===== src/rtl/core_pkg.sv =====
// Shared fetch-stage types and constants.
package core_pkg;

  typedef enum logic [1:0] {
    REQ  = 2'd0,
    WAIT = 2'd1,
    HOLD = 2'd2
  } fetch_state_t;

  // Low address bits that must be zero for an instruction address.
  localparam logic [1:0]  INSTR_ALIGN_MASK = 2'b11;
  localparam int unsigned PC_STEP          = 4;

endpackage


===== src/rtl/fetch_pc_unit.sv =====
// Instruction-fetch front end: owns the PC, keeps one imem request in flight,
// and presents fetched instructions to decode over a valid/ready handshake.
module fetch_pc_unit
  import core_pkg::*;
#(
  parameter int unsigned          WordSize    = 32,
  parameter logic [WordSize-1:0]  ResetVector = '0
) (
  input  logic                clk,
  input  logic                rst,
  input  logic                branch_taken,
  input  logic [WordSize-1:0] branch_addr,
  output logic                imem_req,
  output logic [WordSize-1:0] imem_addr,
  input  logic                imem_gnt,
  input  logic                imem_rvalid,
  input  logic [WordSize-1:0] imem_rdata,
  output logic                if_valid,
  input  logic                if_ready,
  output logic [WordSize-1:0] if_pc,
  output logic [WordSize-1:0] if_instr
);

  // Handshakes: imem request is accepted on a cycle with imem_req && imem_gnt
  // (unless a redirect arrives that cycle); an instruction is consumed on a
  // cycle with if_valid && if_ready, and a redirect overrides both.
  localparam logic [WordSize-1:0] AlignClear = ~{{(WordSize-2){1'b0}}, INSTR_ALIGN_MASK};
  localparam logic [WordSize-1:0] Step       = WordSize'(PC_STEP);

  fetch_state_t        state, state_next;
  logic [WordSize-1:0] pc, req_pc;
  logic                kill;
  logic                grant;
  logic                accept_rsp;

  assign grant      = (state == REQ) && imem_gnt && !branch_taken;
  assign accept_rsp = (state == WAIT) && imem_rvalid && !kill && !branch_taken;

  always_ff @(posedge clk or posedge rst) begin
    if (rst) state <= REQ;
    else     state <= state_next;
  end

  always_comb begin
    state_next = state;
    case (state)
      REQ:  if (grant) state_next = WAIT;
      WAIT: if (imem_rvalid) state_next = accept_rsp ? HOLD : REQ;
      HOLD: if (branch_taken || if_ready) state_next = REQ;
      default: state_next = REQ;
    endcase
  end

  always_comb begin
    imem_req  = 1'b0;
    imem_addr = pc;
    if (state == REQ && !rst) imem_req = 1'b1;
  end

  always_ff @(posedge clk or posedge rst) begin
    if (rst) begin
      pc       <= ResetVector & AlignClear;
      req_pc   <= '0;
      kill     <= 1'b0;
      if_valid <= 1'b0;
      if_pc    <= '0;
      if_instr <= '0;
    end else begin
      if (branch_taken) pc <= branch_addr & AlignClear;
      else if (grant)   pc <= pc + Step;

      if (grant) req_pc <= pc;

      // A redirect while waiting poisons the response still owed by memory.
      if (state == WAIT) begin
        if (imem_rvalid)       kill <= 1'b0;
        else if (branch_taken) kill <= 1'b1;
      end

      if (accept_rsp) begin
        if_valid <= 1'b1;
        if_pc    <= req_pc;
        if_instr <= imem_rdata;
      end else if (state == HOLD && (branch_taken || if_ready)) begin
        if_valid <= 1'b0;
      end
    end
  end

endmodule


===== config.mk =====
export PLATFORM = sky130hd
export DESIGN_NAME = fetch_pc_unit
export DESIGN_NICKNAME = d
export VERILOG_FILES = /design/src/rtl/core_pkg.sv /design/src/rtl/fetch_pc_unit.sv
export SDC_FILE = /design/constraint.sdc
export NUM_CORES = 1
export LEC_CHECK = 0
export CAP_MARGIN = 15
export CORE_MARGIN = 1
export CORE_UTILIZATION = 30
export CTS_BUF_LIST = sky130_fd_sc_hd__clkbuf_16
export CTS_CLUSTER_SIZE = 8
export DETAILED_ROUTE_END_ITERATION = 6
export DONT_BUFFER_PORTS = 1
export PLACE_DENSITY = 0.52
export SLEW_MARGIN = 30
export SYNTH_ARGS = -nofsm -noshare
export SYNTH_HDL_FRONTEND = slang
export SYNTH_SLANG_ARGS = --single-unit

===== constraint.sdc =====
create_clock -name clk -period 5 [get_ports clk]
set_input_delay 0.75 -clock clk [delete_from_list [all_inputs] [get_ports clk]]
set_output_delay 0.75 -clock clk [all_outputs]
set_load 0.02 [all_outputs]

; Yosys cells after proc, flatten, opt, wreduce, memory -nomap -nowiden
; Cells that the tools add are included.
[classes]
n_addsub = 1
n_eq_ne = 5
muxes = 12
n_reduce_logical = 17
[ops]
columns = cell, n
row1 = $mux W32, 2
row2 = $add A32 B3 Y32 const B, 1
row3 = $mux W2, 4
row4 = $logic_and A1 B1 Y1, 7
row5 = $ne A2 B2 Y1 const B, 3
row6 = $pmux W2 S3, 1
row7 = $reduce_bool A2 Y1, 3
row8 = $mux W1, 5
row9 = $logic_not A1 Y1, 3
row10 = $reduce_and A3 Y1, 1
row11 = $eq A2 B1 Y1 const B, 1
row12 = $eq A2 B2 Y1 const B, 1
row13 = $logic_not A2 Y1, 1
row14 = $reduce_and A2 Y1, 1
row15 = $logic_or A1 B1 Y1, 1
[word_totals]
ff_bits = 132
inputBits = 70
output_inout_bits = 98

; Logic depth before layout (Yosys ltp)
[depth]
ltp_word = 7
depth_mapped = 6
ltp_nobuf = 5

; Worst setup path before layout
; Ideal clock, no wire load.
[synth_timing]
kind = input to register
startpoint = input imem_gnt
endpoint = register pc[19], in the netlist imem_addr[19]
setup_time_ps = 116
t_arrival_ps = 2110
t_required_ps = 4884
setup_slack_ps = 2774
cell_stages = 5
n_path_buf = 1
path_cell_list = or3b_2 -> clkbuf_1 -> nor3_1 -> nand2_1 -> o311ai_0
[synth_between]
elab_chain_cells = 3
[synth_rtl]
columns = item, line_no
row1 = start: declaration, fetch_pc_unit.sv:15  ; input logic imem_gnt,
row2 = $logic_and A1 B1 Y1 (2 in a row), fetch_pc_unit.sv:36  ; assign grant = (state == REQ) && imem_gnt && !branch_taken;
row3 = $reduce_bool A2 Y1 (no source line), n/a
row4 = end signal: assignment, fetch_pc_unit.sv:62  ; pc <= ResetVector & AlignClear;
row5 = end signal: assignment, fetch_pc_unit.sv:69  ; if (branch_taken) pc <= branch_addr & AlignClear;
row6 = end signal: assignment, fetch_pc_unit.sv:70  ; else if (grant) pc <= pc + Step;
row7 = end: declaration, fetch_pc_unit.sv:31  ; logic [WordSize-1:0] pc, req_pc;
; No other way between the ends.
; A chain may end at the register's enable or synchronous reset.

; Worst setup path in the final report
[layout_timing]
startpoint = register pc[2], in the netlist imem_addr[2]
endpoint = register pc[24], in the netlist imem_addr[24]
[layout_between]
elab_chain_cells = 3
[layout_rtl]
columns = item, line_no
row1 = $add A32 B3 Y32, fetch_pc_unit.sv:70
row2 = $mux W32, fetch_pc_unit.sv:70
row3 = $mux W32, fetch_pc_unit.sv:69
; No other way between the ends. The select of a mux whose other input is x is not followed.

==> metrics.cfg <==
[run_status]
status=finished, final reports clean

[finish]
final_cells=667
final_core_util_pct=35.5
syn_to_final_growth_pct=14.7
layout.nets=503
fill_cells=1735
final-seq-area_um2=3150
layout-drive-gt1-share_pct=29.9
multi_input_area_um2=2150
antenna_cells=0

[power]
p_seq_share_pct=55.6
p_per_area_nw_per_um2=574
ir_drop_mv=0.389
clkPwrFrac_pct=31.7
p_int_w=0.00237
p_comb_share_pct=12.7
power_switching_w=0.00119
cellLeakagePower_nw=2.55
p_sw_share_pct=33.4

[clock_tree]
post_cts_buffers=0
clk_latency_ps=410
h-tree-depth=4
cts_tree=done
postCtsHoldBufs=0
clkSlewWorstSetupHoldPaths_ps=60
ctsLongestPathBuffers=2
numCtsBuffers=17
root_buffer=clkbuf_16
cts_resized=0
clock_sinks=126

[yosys]
synth-async-reset-ratio_pct=100
ys_top_cells_by_area=dfrtp_1 (58%), mux2_2 (19%), nand2_1 (2.1%)
yosysSeqAreaShare_pct=58.3
ys_types=44
synth_largest_area_cell=dfrtp_1
syn-cell-area_um2=5410
synth_edf_count=0
synth_area_per_cell_um2=12.6
synth_ff_type=dfrtp_1
synthTopCellsByCount=dfrtp_1 (126), mux2_2 (92), nand2_1 (31)
netlist.area_leader.share_pct=58.3
synth-seq-cells=126
synthCells=431
synth_most_common_cell=dfrtp_1
synth_warnings=0

[worst_setup_path]
crit_chain=ha_1 -> and4bb_2 -> nand4_1 -> or4_1 -> a31oi_1
cp.required_ps=5320
critPathLaunch=imem_addr[2]
critPathCaptureType=flop
worst_path_largest_cell_delay_ps=650
path_max_fanout=14
crit_buf_inv=0
critPathTopFamily=simple AND/OR/NAND/NOR gates
cp-start-kind=flop
reg2reg_from=imem_addr[2]
path_class=reg -> reg
worstPathArrival_ps=2840
critPathSlowestCell=or4_1

[hold_path]
hold_class=in -> async

[floorplan]
row_count=48
dieArea_um2=18600
io_pins=168
core_area_um2=17500
fp.dieH_um=136
chipWidth_um=136
initial_core_util_pct=31.0

[route]
dr.pass1.iters=4
antenna_left=0
routed_wl_mm=12.7
wl_per_cell_um=19.1
drt-initial-drc-count=112
drc_errors=0
vias=3443
vias_per_cell=5.16

[global_route]
antenna_found_initial=0
grt_start_max_net_pins=66
grt_pass1_wl_mm=19.6
grt_use_total_pct=14.3
first_global_vias=3524
grt_overflow=0

[sta]
clock_skew_ps=7.14
fmax_mhz=397
post-route-period-util_pct=50.4
finalHoldViolCount=0
max-slew-margin-rel_pct=45.1
tightestPinTransition_ps=818
setup_viol=0
slew_violations=0
fin_crit_ps=2520
setup_ws_ps=2480
rsz0062_at_grt=no
finalSetupTns_ps=0

[placement]
dp.cells=637
io_buffers=0
place.gp.congestion=0.734
post-place-ws_ps=2410
dp_hpwl_mm=8.86

[flow_run]
cap_violations=0

## worst paths after layout
path / to / slack [ps] / cells after the start
worst min-delay path: req_pc[2] / 270 / 1
worst max-delay path: imem_addr[24] / 2480 / 5
worst min register to register: req_pc[24] / 500 / 1
worst max register to register: imem_addr[24] / 2480 / 5
min in group clk: kill / 430 / 1
max in group asynchronous: if_instr[30] / 3510 / 2
## power by group through the flow
stage                     combinational [W]  sequential (W)  clock, W
final                              0.000454         0.00198   0.00113
after global routing               0.000503         0.00204   0.00121
after CTS                          0.000464         0.00199   0.00118
after detailed placement           0.000465         0.00200         0
after global placement             0.000432         0.00199         0
after floorplan                    0.000402         0.00191         0
## layer usage
layer | vias up | share of wire, % | global-route usage [%]
met4 | 0 | 1.7 | 6.05
met3 | 15 | 9.2 | 5.97
li1 | 1580 | - | -
met5 | - | 0 | 0
met1 | 1703 | 41 | 16.7
met2 | 145 | 48 | 22.9
## cell usage in the layout, fill, tap and decap left out, types with 6 or more instances in the layout
cell type	count
o21ai_0	14
a31oi_1	13
inv_1	10
nand4_1	9
or4_1	12
dfrtp_1	126
nand2_1	31
o31ai_1	10
xnor2_1	6
nand3_1	14
mux2_2	92
nor2_1	18
nor4_1	6
clkbuf_16	17
## kinds of logic (layout without fill, tap and decap cells)
kind of cell    count (synthesis)  after routing  share of synthesized area (%)
simple gates                  116            116                           11.7
other cells                     1              4                         0.0693
mux                            93             93                           19.3
buf+inv                        33             41                           2.66
xor+xnor                       10             10                           1.62
compound gates                 51             51                           6.17
flops                         126            126                           58.3
fa+ha+maj                       1              1                          0.231
## sequential cells by signal, indices dropped and copies added, names as in the netlist
signal,count
state,2
imem_addr,30
req_pc,30
kill,1
if_instr,32
if_pc,30
if_valid,1
## area by class of cell
class	count	share of cell area, %
clock buffer	17	6.85
multi-input combinational	275	34.6
inverter	9	0.625
timing repair buffer	3	0.887
tap	225	4.53
clock inverter	12	1.75
sequential	126	50.8
## stage by stage
step           power, W  instance area, µm²  hold WS [ps]
6_report        0.00357                6210           270
3_3_place_gp    0.00242                5630           485
3_5_place_dp    0.00247                5660           489
5_1_grt         0.00376                6210           317
4_1_cts         0.00363                6190           284
2_1_floorplan   0.00232                5420           477
Power figures use the tool's default switching activity.
